[config.mk]
export PLATFORM = sky130hd
export DESIGN_NAME = mesh_ni_flat
export DESIGN_NICKNAME = d
export VERILOG_FILES = /design/src/rtl/mesh_ni_pkg.sv /design/src/rtl/mesh_ni_if.sv /design/src/rtl/mesh_ni_rx_assembler.sv /design/src/rtl/mesh_ni.sv /design/src/flat_wrapper.sv
export SDC_FILE = /design/constraint.sdc
export NUM_CORES = 1
export LEC_CHECK = 0
export CAP_MARGIN = 20
export CELL_PAD_IN_SITES_DETAIL_PLACEMENT = 1
export CELL_PAD_IN_SITES_GLOBAL_PLACEMENT = 2
export CORE_AREA = 3 3 203 205
export CTS_CLUSTER_DIAMETER = 30
export DETAILED_ROUTE_END_ITERATION = 10
export DIE_AREA = 0 0 206 208
export GPL_TIMING_DRIVEN = 0
export PLACE_DENSITY_LB_ADDON = 0.1
export SETUP_SLACK_MARGIN = 0.5
export SYNTH_ARGS = -nofsm -noshare
export SYNTH_HDL_FRONTEND = slang
export SYNTH_SLANG_ARGS = --single-unit
[constraint.sdc]
create_clock -name clk -period 6.15 [get_ports clk]
set_input_delay 1.23 -clock clk [delete_from_list [all_inputs] [get_ports clk]]
set_output_delay 1.23 -clock clk [all_outputs]
set_load 0.005 [all_outputs]
[src/rtl/mesh_ni_pkg.sv]
// rtl/mesh_ni_pkg.sv - shared types, flit field offsets and width helpers for mesh_ni
package mesh_ni_pkg;

  typedef enum logic {TX_IDLE, TX_SEND} tx_state_t;

  // Flit layout, LSB first: data, src_y, src_x, last
  localparam int DATA_LSB = 0;

  function automatic int coord_w(input int size);
    return (size > 1) ? $clog2(size) : 1;
  endfunction

  function automatic int calc_fw(input int pw, input int xw, input int yw);
    return pw + 1 + xw + yw;
  endfunction

  function automatic int src_y_lsb(input int pw);
    return pw;
  endfunction

  function automatic int src_x_lsb(input int pw, input int yw);
    return pw + yw;
  endfunction

  function automatic int last_bit(input int fw);
    return fw - 1;
  endfunction

endpackage

[src/rtl/mesh_ni_if.sv]
// rtl/mesh_ni_if.sv - message and router-local-port bundle; slave = network interface side
interface mesh_ni_if
  import mesh_ni_pkg::*;
#(
  parameter int PW        = 8,
  parameter int MSG_FLITS = 4,
  parameter int X_SIZE    = 4,
  parameter int Y_SIZE    = 4
);
  localparam int XW = coord_w(X_SIZE);
  localparam int YW = coord_w(Y_SIZE);
  localparam int FW = calc_fw(PW, XW, YW);

  logic                    i_tx_valid;
  logic [XW-1:0]           i_tx_dst_x;
  logic [YW-1:0]           i_tx_dst_y;
  logic [MSG_FLITS*PW-1:0] i_tx_msg;
  logic                    o_tx_ready;
  logic                    o_net_valid;
  logic [XW-1:0]           o_net_dst_x;
  logic [YW-1:0]           o_net_dst_y;
  logic [FW-1:0]           o_net_payload;
  logic                    i_net_ready;
  logic                    i_net_valid;
  logic [XW-1:0]           i_net_dst_x;
  logic [YW-1:0]           i_net_dst_y;
  logic [FW-1:0]           i_net_payload;
  logic                    o_net_ready;
  logic                    o_rx_valid;
  logic [XW-1:0]           o_rx_src_x;
  logic [YW-1:0]           o_rx_src_y;
  logic [MSG_FLITS*PW-1:0] o_rx_msg;
  logic                    i_rx_ready;

  modport slave (
    input  i_tx_valid, i_tx_dst_x, i_tx_dst_y, i_tx_msg, i_net_ready,
    input  i_net_valid, i_net_dst_x, i_net_dst_y, i_net_payload, i_rx_ready,
    output o_tx_ready, o_net_valid, o_net_dst_x, o_net_dst_y, o_net_payload,
    output o_net_ready, o_rx_valid, o_rx_src_x, o_rx_src_y, o_rx_msg
  );

  modport master (
    output i_tx_valid, i_tx_dst_x, i_tx_dst_y, i_tx_msg, i_net_ready,
    output i_net_valid, i_net_dst_x, i_net_dst_y, i_net_payload, i_rx_ready,
    input  o_tx_ready, o_net_valid, o_net_dst_x, o_net_dst_y, o_net_payload,
    input  o_net_ready, o_rx_valid, o_rx_src_x, o_rx_src_y, o_rx_msg
  );

endinterface

[src/rtl/mesh_ni_rx_assembler.sv]
// rtl/mesh_ni_rx_assembler.sv - per-source flit reassembly and message output register
// MESH_NI_CHECK_EN adds misroute / short-message detection on err.
module mesh_ni_rx_assembler
  import mesh_ni_pkg::*;
#(
  parameter  int PW        = 8,
  parameter  int MSG_FLITS = 4,
  parameter  int X_SIZE    = 4,
  parameter  int Y_SIZE    = 4,
  localparam int XW        = coord_w(X_SIZE),
  localparam int YW        = coord_w(Y_SIZE),
  localparam int FW        = calc_fw(PW, XW, YW)
) (
  input  logic                    clk,
  input  logic                    rst_n,
`ifdef MESH_NI_CHECK_EN
  input  logic [XW-1:0]           coord_x,
  input  logic [YW-1:0]           coord_y,
  input  logic [XW-1:0]           net_dst_x,
  input  logic [YW-1:0]           net_dst_y,
  output logic                    err,
`endif
  input  logic                    net_valid,
  input  logic [FW-1:0]           net_payload,
  output logic                    net_ready,
  output logic                    rx_valid,
  output logic [XW-1:0]           rx_src_x,
  output logic [YW-1:0]           rx_src_y,
  output logic [MSG_FLITS*PW-1:0] rx_msg,
  input  logic                    rx_ready
);
  localparam int NSRC = X_SIZE * Y_SIZE;
  localparam int SW   = (NSRC > 1) ? $clog2(NSRC) : 1;
  localparam int CW   = (MSG_FLITS > 1) ? $clog2(MSG_FLITS) : 1;
  localparam logic [CW-1:0] LAST_CNT = CW'(MSG_FLITS - 1);

  logic [PW-1:0]           data;
  logic [XW-1:0]           src_x;
  logic [YW-1:0]           src_y;
  logic                    is_last;
  logic [SW-1:0]           src;
  logic                    accept;
  logic                    misroute;
  logic                    take;
  logic [MSG_FLITS*PW-1:0] full_msg;
`ifdef MESH_NI_CHECK_EN
  logic                    cnt_ok;
`endif

  assign data    = net_payload[DATA_LSB +: PW];
  assign src_y   = net_payload[src_y_lsb(PW) +: YW];
  assign src_x   = net_payload[src_x_lsb(PW, YW) +: XW];
  assign is_last = net_payload[last_bit(FW)];
  assign src     = SW'(int'(src_y) * X_SIZE + int'(src_x));

  // Only a held, undrained message can stall the router; never looks at net_valid.
  assign net_ready = !rx_valid || rx_ready;
  assign accept    = net_valid && net_ready;
  assign take      = accept && !misroute;

`ifdef MESH_NI_CHECK_EN
  assign misroute = (net_dst_x != coord_x) || (net_dst_y != coord_y);
`else
  assign misroute = 1'b0;
`endif

  generate
    if (MSG_FLITS > 1) begin : g_buf
      logic [(MSG_FLITS-1)*PW-1:0] buf_q [NSRC];
      logic [CW-1:0]               cnt_q [NSRC];

      always_ff @(posedge clk) begin
        if (!rst_n) begin
          for (int i = 0; i < NSRC; i++) cnt_q[i] <= '0;
        end else if (take) begin
          if (is_last) begin
            cnt_q[src] <= '0;
          end else if (cnt_q[src] != LAST_CNT) begin
            buf_q[src][cnt_q[src]*PW +: PW] <= data;
            cnt_q[src]                      <= cnt_q[src] + 1'b1;
          end
        end
      end

      assign full_msg = {data, buf_q[src]};
`ifdef MESH_NI_CHECK_EN
      assign cnt_ok = (cnt_q[src] == LAST_CNT);
`endif
    end else begin : g_single
      assign full_msg = data;
`ifdef MESH_NI_CHECK_EN
      assign cnt_ok = 1'b1;
`endif
    end
  endgenerate

  // A completion in the drain cycle reloads the register: back-to-back delivery.
  always_ff @(posedge clk) begin
    if (!rst_n) begin
      rx_valid <= 1'b0;
    end else if (take && is_last) begin
      rx_valid <= 1'b1;
    end else if (rx_ready) begin
      rx_valid <= 1'b0;
    end
    if (take && is_last) begin
      rx_msg   <= full_msg;
      rx_src_x <= src_x;
      rx_src_y <= src_y;
    end
  end

`ifdef MESH_NI_CHECK_EN
  always_ff @(posedge clk) begin
    if (!rst_n) begin
      err <= 1'b0;
    end else if (accept && (misroute || (is_last && !cnt_ok))) begin
      err <= 1'b1;
    end
  end
`endif

endmodule

[src/rtl/mesh_ni.sv]
// rtl/mesh_ni.sv - mesh tile network interface: TX message serializer and RX reassembler
// MESH_NI_CHECK_EN adds the sticky o_err output.
module mesh_ni
  import mesh_ni_pkg::*;
#(
  parameter  int PW        = 8,
  parameter  int MSG_FLITS = 4,
  parameter  int X_SIZE    = 4,
  parameter  int Y_SIZE    = 4,
  localparam int XW        = coord_w(X_SIZE),
  localparam int YW        = coord_w(Y_SIZE),
  localparam int FW        = calc_fw(PW, XW, YW)
) (
  input  logic          clk,
  input  logic          rst_n,
  input  logic [XW-1:0] i_coord_x,
  input  logic [YW-1:0] i_coord_y,
`ifdef MESH_NI_CHECK_EN
  output logic          o_err,
`endif
  mesh_ni_if.slave      bus
);
  localparam int CW = (MSG_FLITS > 1) ? $clog2(MSG_FLITS) : 1;
  localparam logic [CW-1:0] LAST_CNT = CW'(MSG_FLITS - 1);

  tx_state_t               state_q, state_d;
  logic [CW-1:0]           cnt_q, cnt_d;
  logic [MSG_FLITS*PW-1:0] msg_q;
  logic [XW-1:0]           dst_x_q;
  logic [YW-1:0]           dst_y_q;
  logic                    tx_accept;

  always_ff @(posedge clk) begin
    if (!rst_n) begin
      state_q <= TX_IDLE;
      cnt_q   <= '0;
    end else begin
      state_q <= state_d;
      cnt_q   <= cnt_d;
    end
    if (tx_accept) begin
      msg_q   <= bus.i_tx_msg;
      dst_x_q <= bus.i_tx_dst_x;
      dst_y_q <= bus.i_tx_dst_y;
    end
  end

  always_comb begin
    state_d         = state_q;
    cnt_d           = cnt_q;
    tx_accept       = 1'b0;
    bus.o_tx_ready  = 1'b0;
    bus.o_net_valid = 1'b0;
    case (state_q)
      TX_IDLE: begin
        bus.o_tx_ready = rst_n;
        if (rst_n && bus.i_tx_valid) begin
          tx_accept = 1'b1;
          cnt_d     = '0;
          state_d   = TX_SEND;
        end
      end
      TX_SEND: begin
        bus.o_net_valid = 1'b1;
        if (bus.i_net_ready) begin
          if (cnt_q == LAST_CNT) begin
            cnt_d   = '0;
            state_d = TX_IDLE;
          end else begin
            cnt_d = cnt_q + 1'b1;
          end
        end
      end
      default: state_d = TX_IDLE;
    endcase
  end

  assign bus.o_net_dst_x   = dst_x_q;
  assign bus.o_net_dst_y   = dst_y_q;
  assign bus.o_net_payload = {cnt_q == LAST_CNT, i_coord_x, i_coord_y, msg_q[cnt_q*PW +: PW]};

  mesh_ni_rx_assembler #(
    .PW       (PW),
    .MSG_FLITS(MSG_FLITS),
    .X_SIZE   (X_SIZE),
    .Y_SIZE   (Y_SIZE)
  ) u_rx (
    .clk        (clk),
    .rst_n      (rst_n),
`ifdef MESH_NI_CHECK_EN
    .coord_x    (i_coord_x),
    .coord_y    (i_coord_y),
    .net_dst_x  (bus.i_net_dst_x),
    .net_dst_y  (bus.i_net_dst_y),
    .err        (o_err),
`endif
    .net_valid  (bus.i_net_valid),
    .net_payload(bus.i_net_payload),
    .net_ready  (bus.o_net_ready),
    .rx_valid   (bus.o_rx_valid),
    .rx_src_x   (bus.o_rx_src_x),
    .rx_src_y   (bus.o_rx_src_y),
    .rx_msg     (bus.o_rx_msg),
    .rx_ready   (bus.i_rx_ready)
  );

endmodule

[src/flat_wrapper.sv]
// flat-port wrapper written by rule: the top's interface ports become plain ports
module mesh_ni_flat import mesh_ni_pkg::*;
#(
  parameter  int PW        = 8,
  parameter  int MSG_FLITS = 4,
  parameter  int X_SIZE    = 4,
  parameter  int Y_SIZE    = 4,
  localparam int XW        = coord_w(X_SIZE),
  localparam int YW        = coord_w(Y_SIZE),
  localparam int FW        = calc_fw(PW, XW, YW)
)
  (clk, rst_n, i_coord_x, i_coord_y, bus_i_tx_valid, bus_i_tx_dst_x, bus_i_tx_dst_y, bus_i_tx_msg, bus_i_net_ready, bus_i_net_valid, bus_i_net_dst_x, bus_i_net_dst_y, bus_i_net_payload, bus_i_rx_ready, bus_o_tx_ready, bus_o_net_valid, bus_o_net_dst_x, bus_o_net_dst_y, bus_o_net_payload, bus_o_net_ready, bus_o_rx_valid, bus_o_rx_src_x, bus_o_rx_src_y, bus_o_rx_msg);
  mesh_ni_if #(.PW(PW), .MSG_FLITS(MSG_FLITS), .X_SIZE(X_SIZE), .Y_SIZE(Y_SIZE)) bus_i ();
  input  logic clk;
  input  logic rst_n;
  input  logic [XW-1:0] i_coord_x;
  input  logic [YW-1:0] i_coord_y;
  input wire logic [$bits(bus_i.i_tx_valid)-1:0] bus_i_tx_valid;
  input wire logic [$bits(bus_i.i_tx_dst_x)-1:0] bus_i_tx_dst_x;
  input wire logic [$bits(bus_i.i_tx_dst_y)-1:0] bus_i_tx_dst_y;
  input wire logic [$bits(bus_i.i_tx_msg)-1:0] bus_i_tx_msg;
  input wire logic [$bits(bus_i.i_net_ready)-1:0] bus_i_net_ready;
  input wire logic [$bits(bus_i.i_net_valid)-1:0] bus_i_net_valid;
  input wire logic [$bits(bus_i.i_net_dst_x)-1:0] bus_i_net_dst_x;
  input wire logic [$bits(bus_i.i_net_dst_y)-1:0] bus_i_net_dst_y;
  input wire logic [$bits(bus_i.i_net_payload)-1:0] bus_i_net_payload;
  input wire logic [$bits(bus_i.i_rx_ready)-1:0] bus_i_rx_ready;
  output wire logic [$bits(bus_i.o_tx_ready)-1:0] bus_o_tx_ready;
  output wire logic [$bits(bus_i.o_net_valid)-1:0] bus_o_net_valid;
  output wire logic [$bits(bus_i.o_net_dst_x)-1:0] bus_o_net_dst_x;
  output wire logic [$bits(bus_i.o_net_dst_y)-1:0] bus_o_net_dst_y;
  output wire logic [$bits(bus_i.o_net_payload)-1:0] bus_o_net_payload;
  output wire logic [$bits(bus_i.o_net_ready)-1:0] bus_o_net_ready;
  output wire logic [$bits(bus_i.o_rx_valid)-1:0] bus_o_rx_valid;
  output wire logic [$bits(bus_i.o_rx_src_x)-1:0] bus_o_rx_src_x;
  output wire logic [$bits(bus_i.o_rx_src_y)-1:0] bus_o_rx_src_y;
  output wire logic [$bits(bus_i.o_rx_msg)-1:0] bus_o_rx_msg;
  assign bus_i.i_tx_valid = bus_i_tx_valid;
  assign bus_i.i_tx_dst_x = bus_i_tx_dst_x;
  assign bus_i.i_tx_dst_y = bus_i_tx_dst_y;
  assign bus_i.i_tx_msg = bus_i_tx_msg;
  assign bus_i.i_net_ready = bus_i_net_ready;
  assign bus_i.i_net_valid = bus_i_net_valid;
  assign bus_i.i_net_dst_x = bus_i_net_dst_x;
  assign bus_i.i_net_dst_y = bus_i_net_dst_y;
  assign bus_i.i_net_payload = bus_i_net_payload;
  assign bus_i.i_rx_ready = bus_i_rx_ready;
  assign bus_o_tx_ready = bus_i.o_tx_ready;
  assign bus_o_net_valid = bus_i.o_net_valid;
  assign bus_o_net_dst_x = bus_i.o_net_dst_x;
  assign bus_o_net_dst_y = bus_i.o_net_dst_y;
  assign bus_o_net_payload = bus_i.o_net_payload;
  assign bus_o_net_ready = bus_i.o_net_ready;
  assign bus_o_rx_valid = bus_i.o_rx_valid;
  assign bus_o_rx_src_x = bus_i.o_rx_src_x;
  assign bus_o_rx_src_y = bus_i.o_rx_src_y;
  assign bus_o_rx_msg = bus_i.o_rx_msg;
  mesh_ni #(.PW(PW), .MSG_FLITS(MSG_FLITS), .X_SIZE(X_SIZE), .Y_SIZE(Y_SIZE)) u_core (.clk(clk), .rst_n(rst_n), .i_coord_x(i_coord_x), .i_coord_y(i_coord_y), .bus(bus_i));
endmodule
==> flow_summary.json, run 1 <==
{
  "drc": 0,
  "grt_overflow": 0,
  "setup_viol": 0,
  "cap_violations": 0,
  "min_period_ns": 5.30,
  "combPwrFrac_pct": 5.1,
  "cts_made_buffers": 95,
  "ant_nets": 0,
  "io_pins": 120,
  "rsz0062_at_grt": "false",
  "post-cts-setup-buffers": 0,
  "cts_root_buffer": "clkbuf_16",
  "antenna_found_initial": 0,
  "wl_per_cell_um": 27.8,
  "syn2layout_area_growth_pct": 27.3,
  "endpoint_kind": "register",
  "power.share.sequential_pct": 39.1,
  "grt_pass1_wl_um": 74800,
  "p_int_mw": 7.62,
  "synth_edf_count": 488,
  "vias": 10600,
  "routed_wirelength_um": 50300,
  "insertion_delay_ns": 0.62,
  "ys_warn_count": 0,
  "design.die.area_sq_um": 42800,
  "outcome": "finished clean",
  "clock.fmax_ghz": 0.189,
  "drive_above_1_share_pct": 25.2,
  "crit_type": "primary input to register",
  "p_sw_share_pct": 20.9,
  "async_flop_share_pct": 0,
  "grt_max_degree": 37,
  "reg2reg_slack_ns": 2.05,
  "ir_worst_vdd_mv": 0.220,
  "port_buffers": 111,
  "post-route-util_pct": 62.1,
  "hold_class": "register to register",
  "coreArea_sq_um": 39600,
  "die_h_um": 208,
  "cts_sinks": 492,
  "synth-seq-cells": 492,
  "dp_hpwl_um": 32800,
  "synth_top_area_cell": "edfxtp_1",
  "fin_crit_sh_pct": 86.1,
  "synth_nets": 1048,
  "switchingPower_mw": 2.02,
  "synth.avg_cell_area_sq_um": 19.7,
  "p_leak_nw": 8.02,
  "row_count": 73,
  "first_pass_iters": 5,
  "finalPower_mw": 9.63,
  "drtIter0Drc": 911,
  "cp_slowest_stage_delay_ns": 0.86,
  "finish.net_count": 1274,
  "max_slew_margin_pct": 27.9,
  "viasPerCell": 5.83,
  "synth_ff_type": "edfxtp_1",
  "worstMarginPinSlew_ns": 1.08,
  "cts_resized": 0,
  "clkSlewWorstSetupHoldPaths_ns": 0.05,
  "worst_setup_path_start_kind": "primary input",
  "hold_viol_final": 0,
  "track_usage_pct": 24.1,
  "path_cells": "clkdlybuf4s50_1, buf_6, buf_6, buf_6, mux4_2, a221oi_2, inv_1, ha_1, nor2_1, and4_1, nand2_1, clkbuf_1, nor2_1",
  "worst_ep_required_time_ns": 6.37,
  "gp_congestion": 0.827,
  "fin_skew_ns": 0.0227,
  "slew_viol_final": 0,
  "fp.dieW_um": 206,
  "p_clk_share_pct": 55.7,
  "tns_ns": 0,
  "cts_tree": "yes",
  "critPathSlowestCell": "nor2_1",
  "yosysSeqAreaShare_pct": 76.1,
  "diodes": 0,
  "cts_hold_buf": 0,
  "yosysUniqueCellTypes": 48,
  "grt_pass1_vias": 11500,
  "cp_max_fo": 10,
  "syn_area_sq_um": 19400,
  "syn_inst": 980,
  "cts_buffer_depth": 3,
  "start_util_pct": 48.8,
  "cp_common_cell": "buf_6",
  "synth.area.top_cells": "edfxtp_1 76%, mux4_2 13%, a22oi_1 1.9%",
  "power_density_nw_per_um2": 391,
  "crit_arrival_ns": 5.51,
  "htreeDepth": 3,
  "yosysTopAreaCellShare_pct": 75.7
}
-- stage by stage --
step | worst slack, ns | instances | hold WS [ns] | instance area (sq um)
floorplan | 1.89 | 980 | 0.540 | 19400
global placement | 0.113 | 1616 | 0.559 | 21100
detailed placement | 0.259 | 1628 | 0.582 | 21200
CTS | 0.903 | 1805 | 0.593 | 24600
global route | 0.595 | 1811 | 0.621 | 24600
finish | 0.855 | 1811 | 0.587 | 24600
-- layout by cell type, fill, tap and decap left out, types with 11 or more instances in the layout --
cell type and instances:
edfxtp_1 488, clkdlybuf4s50_1 111, mux4_2 108, clkbuf_16 96, nor2_1 69, nand2_1 58, a22oi_1 48, clkbuf_1 46
nor3_1 22, clkinv_2 22, buf_4 19, bufinv_16 19, o22ai_1 17, nand3_1 14, buf_6 13, buf_2 12
clkinv_1 11
-- power groups by stage --
stage	clock, mW	sequential [mW]	combinational (mW)
after global placement	0	3.83	0.468
after floorplan	0	3.83	0.261
after detailed placement	0	3.83	0.490
after CTS	5.43	3.77	0.493
after global routing	5.61	3.77	0.534
final	5.37	3.77	0.494
-- worst max-delay path, delay by kind of cell --
family / cells / cell delay [ns]
AND/OR/NAND/NOR: 4 / 1.64
buffers and inverters: 6 / 1.45
adder cells (fa/ha/maj): 1 / 0.28
AO/OA/AOI/OAI: 1 / 0.34
multiplexers: 1 / 0.55
-- sequential cells by signal (all words and copies together), names as in the netlist --
register and cells:
u_core.bus.o_net_dst_x 2, u_core.u_rx.rx_msg 32, u_core.u_rx.g_buf.cnt_q 32, u_core.cnt_q 2
u_core.u_rx.g_buf.buf_q 384, u_core.state_q 1, u_core.msg_q 32, u_core.bus.o_net_dst_y 2
u_core.u_rx.rx_valid 1, u_core.u_rx.rx_src_y 2, u_core.u_rx.rx_src_x 2
-- cells in the mapped netlist, types with 2 or more instances --
| master | number |
|---|---|
| nor2_2 | 2 |
| a32oi_1 | 2 |
| buf_4 | 4 |
| edfxtp_1 | 488 |
| ha_1 | 5 |
| dfxtp_1 | 4 |
| nand2_1 | 58 |
| nand4_1 | 2 |
| nand3b_1 | 8 |
| nor2_1 | 69 |
| inv_1 | 2 |
| a22oi_1 | 48 |
| o21ai_1 | 5 |
| nor2b_1 | 9 |
| buf_6 | 11 |
| a31o_1 | 8 |
| o21ai_0 | 9 |
| mux2_2 | 6 |
| o22ai_4 | 2 |
| and2_1 | 2 |
| mux4_2 | 108 |
| nor3_1 | 22 |
| nand2b_1 | 3 |
| nand3_1 | 14 |
| o22ai_1 | 17 |
| clkbuf_1 | 33 |
| buf_1 | 4 |
| nor4_1 | 2 |
| buf_2 | 12 |
| or2_1 | 3 |
-- kinds of logic (layout without fill, tap and decap cells) --
kind of cell             count (synthesis)  in the layout  synth area share (%)
AND/OR/NAND/NOR                        201            201                  4.77
adder cells (fa/ha/maj)                  5              5                 0.323
flip-flops                             492            492                  76.1
AO/OA/AOI/OAI                           99             99                  3.80
multiplexers                           117            117                  13.1
buffers and inverters                   66            372                  1.86
-- per-layer routing --
metal / GRT usage, % / vias to the layer above / wire [um]
met2: 39.3 / 404 / 25200
met4: 8.87 / 0 / 1430
met5: 0 / - / 0
li1: - / 4512 / -
met3: 4.55 / 88 / 3260
met1: 32.7 / 5556 / 20400
-- cell type report --
class,instances,area [sq um]
Timing Repair Buffer,129,1270
Sequential cell,492,14700
Clock buffer,110,2460
Buffer,64,353
Fill cell,3418,15000
Clock inverter,67,883
Multi-Input combinational cell,422,4260
Tap cell,525,657
Inverter,2,7.51
-- path summary, 6_finish.rpt --
path | depth (start not counted) | end | startpoint
worst min register to register | 1 | u_core.state_q | u_core.state_q
worst max-delay path | 13 | u_core.u_rx.g_buf.buf_q[10][14] | bus_i_net_payload[10]
worst max register to register | 10 | u_core.u_rx.g_buf.buf_q[10][14] | u_core.u_rx.g_buf.cnt_q[8][1]
worst min-delay path | 1 | u_core.state_q | u_core.state_q
Note: power is estimated with default switching activity, not from simulation.
==> run 2: changes to the inputs <==
- ABC_CLOCK_PERIOD_IN_PS: unset -> 6150
- CORE_AREA: 3 3 203 205 -> 2 2 154 268
- DIE_AREA: 0 0 206 208 -> 0 0 156 270
==> run 2 against run 1 <==
  * Sequential share of layout area rose by 3.3 points
  * Sequential power barely moved
  * Design area fell by 5.2%
==> flow_summary.json, run 2 (synthesized netlist as in run 1, its figures left out) <==
{
  "cp_slowest_stage_delay_ns": 0.92,
  "hold_viol_final": 0,
  "hold_ws_ns": 0.588,
  "hold_class": "register to register",
  "max_slew_margin_pct": 23.2,
  "path_cells": "clkdlybuf4s50_1, buf_6, buf_6, buf_6, mux4_2, a221oi_2, inv_1, ha_1, nor2_1, and4_1, nand2_1, clkbuf_1, nor2_1",
  "tns_ns": 0,
  "cts_hold_buf": 0,
  "power_density_nw_per_um2": 337,
  "placed_cells": 1598,
  "wl_per_cell_um": 29.1,
  "first_pass_iters": 7,
  "outcome": "finished clean",
  "cpLargestDelayFamily": "simple AND/OR/NAND/NOR gates",
  "cts_made_buffers": 59,
  "cap_violations": 0,
  "port_buffers": 111,
  "post-route-util_pct": 58.5,
  "place_area_sq_um": 21200,
  "cp_common_cell": "buf_6",
  "r2r-start": "u_core.u_rx.g_buf.cnt_q[0][1]",
  "finish.net_count": 1243,
  "p_leak_nw": 7.41,
  "slew_viol_final": 0,
  "post-route-cell-area_sq_um": 23300,
  "grt_overflow": 0,
  "layout_setup_ws_ns": 0.841,
  "grt_max_degree": 37,
  "syn2layout_area_growth_pct": 20.6,
  "regArea_sq_um": 14700,
  "fin_skew_ns": 0.0315,
  "dp_hpwl_um": 34500,
  "gp_congestion": 0.858,
  "crit_buf_inv": 6,
  "reg2reg_slack_ns": 2.07,
  "ir_worst_vdd_mv": 0.263,
  "place_ws_ns": 0.192,
  "fin_crit_sh_pct": 86.3,
  "finalPower_mw": 7.87,
  "endpoint_kind": "register",
  "htreeDepth": 2,
  "post-cts-setup-buffers": 0,
  "io_pins": 120,
  "worst_setup_path_start_kind": "primary input",
  "fp.dieW_um": 156,
  "clkSlewWorstSetupHoldPaths_ns": 0.06,
  "diodes": 0,
  "track_usage_pct": 24.4,
  "grt_pass1_wl_um": 73900,
  "min_to": "u_core.state_q",
  "worstMarginPinSlew_ns": 1.15,
  "cts_tree": "yes",
  "layout_commonest_cell": "edfxtp_1",
  "holdPathStages": 1,
  "clock.fmax_ghz": 0.188,
  "cp_max_fo": 10,
  "die_h_um": 270,
  "worstRegToRegCells": 10,
  "largest_reg_flops": 384,
  "vias": 10200,
  "crit_type": "primary input to register",
  "min_from": "u_core.state_q",
  "coreArea_sq_um": 39900,
  "critPathSlowestCell": "nor2_1",
  "final_cell_mix": "488 x edfxtp_1, 111 x clkdlybuf4s50_1, 108 x mux4_2, 69 x nor2_1, 59 x clkbuf_16",
  "cts_root_buffer": "clkbuf_16",
  "min_period_ns": 5.31,
  "final.fill_count": 3446,
  "multi_input_area_sq_um": 4260,
  "crit_arrival_ns": 5.53,
  "viasPerCell": 5.94,
  "worst_ep_required_time_ns": 6.37,
  "insertion_delay_ns": 0.61,
  "cts_resized": 0,
  "reg2reg_to": "u_core.u_rx.g_buf.buf_q[10][19]",
  "cts_buffer_depth": 3,
  "cts_sinks": 492,
  "antenna_found_initial": 0,
  "row_count": 97,
  "rsz0062_at_grt": "false",
  "start_util_pct": 48.5,
  "setup_viol": 0,
  "design.die.area_sq_um": 42100,
  "routed_wirelength_um": 50000,
  "drtIter0Drc": 917,
  "fin_cells": 1720,
  "drc": 0,
  "ant_nets": 0,
  "grt_pass1_vias": 11200,
  "drive_above_1_share_pct": 22.9
}
run 2: cell types whose count changed in the layout (fill, tap and decap cells not counted), moves of 6 or more:
cell	previous run	this run
inv_8	0	6
inv_6	3	15
clkbuf_1	46	38
clkinv_1	11	2
clkinv_2	22	6
clkbuf_16	96	59
bufinv_16	19	7
buf_4	19	25
run 2: how the worst max path moves through the flow:
stage / start / to / slack (ns) / cells after the start
after detailed placement: bus_i_net_payload[9] / u_core.u_rx.g_buf.buf_q[0][3] / 0.19 / 11
after global placement: bus_i_net_payload[9] / u_core.u_rx.g_buf.buf_q[15][17] / 0.14 / 10
after CTS: bus_i_net_payload[10] / u_core.u_rx.g_buf.buf_q[9][21] / 0.82 / 13
after floorplan: bus_i_net_payload[10] / u_core.u_rx.g_buf.buf_q[0][2] / 1.89 / 11
final: bus_i_net_payload[10] / u_core.u_rx.g_buf.buf_q[10][19] / 0.84 / 13
after global routing: bus_i_net_payload[10] / u_core.u_rx.g_buf.buf_q[10][19] / 0.68 / 13
run 2: cell type report:
cell class                 count  area share, %
clock inverter                47           2.45
multi-input combinational    422           18.3
sequential                   492           63.1
inverter                       2         0.0322
tap                          495           2.65
timing repair buffer         134           5.57
buffer                        64           1.51
clock buffer                  64           6.41
run 2: metal layers:
metal	routed length [um]	global-route usage, %	share of wire (%)	up-vias
li1	-	-	-	4432
met1	18500	28.8	37	5361
met2	27400	44.8	55	324
met3	2380	3.87	4.8	106
met4	1620	8.59	3.2	0
met5	0	0	0	-
run 2: power by group:
| group | internal (mW) | switching, mW |
|---|---|---|
| combinational | 0.197 | 0.296 |
| sequential | 3.75 | 0.0107 |
| clock | 2.12 | 1.50 |
| total | 6.06 | 1.81 |
run 2: worst register-to-register path, cell delays in order, from the launching register on:
cell and delay (ns):
edfxtp_1 0.37, mux4_2 0.51, a22o_1 0.24, a221oi_2 0.30, inv_1 0.12, ha_1 0.27, nor2_1 0.15, and4_1 0.33
nand2_1 0.22, clkbuf_1 0.27, nor2_1 0.92
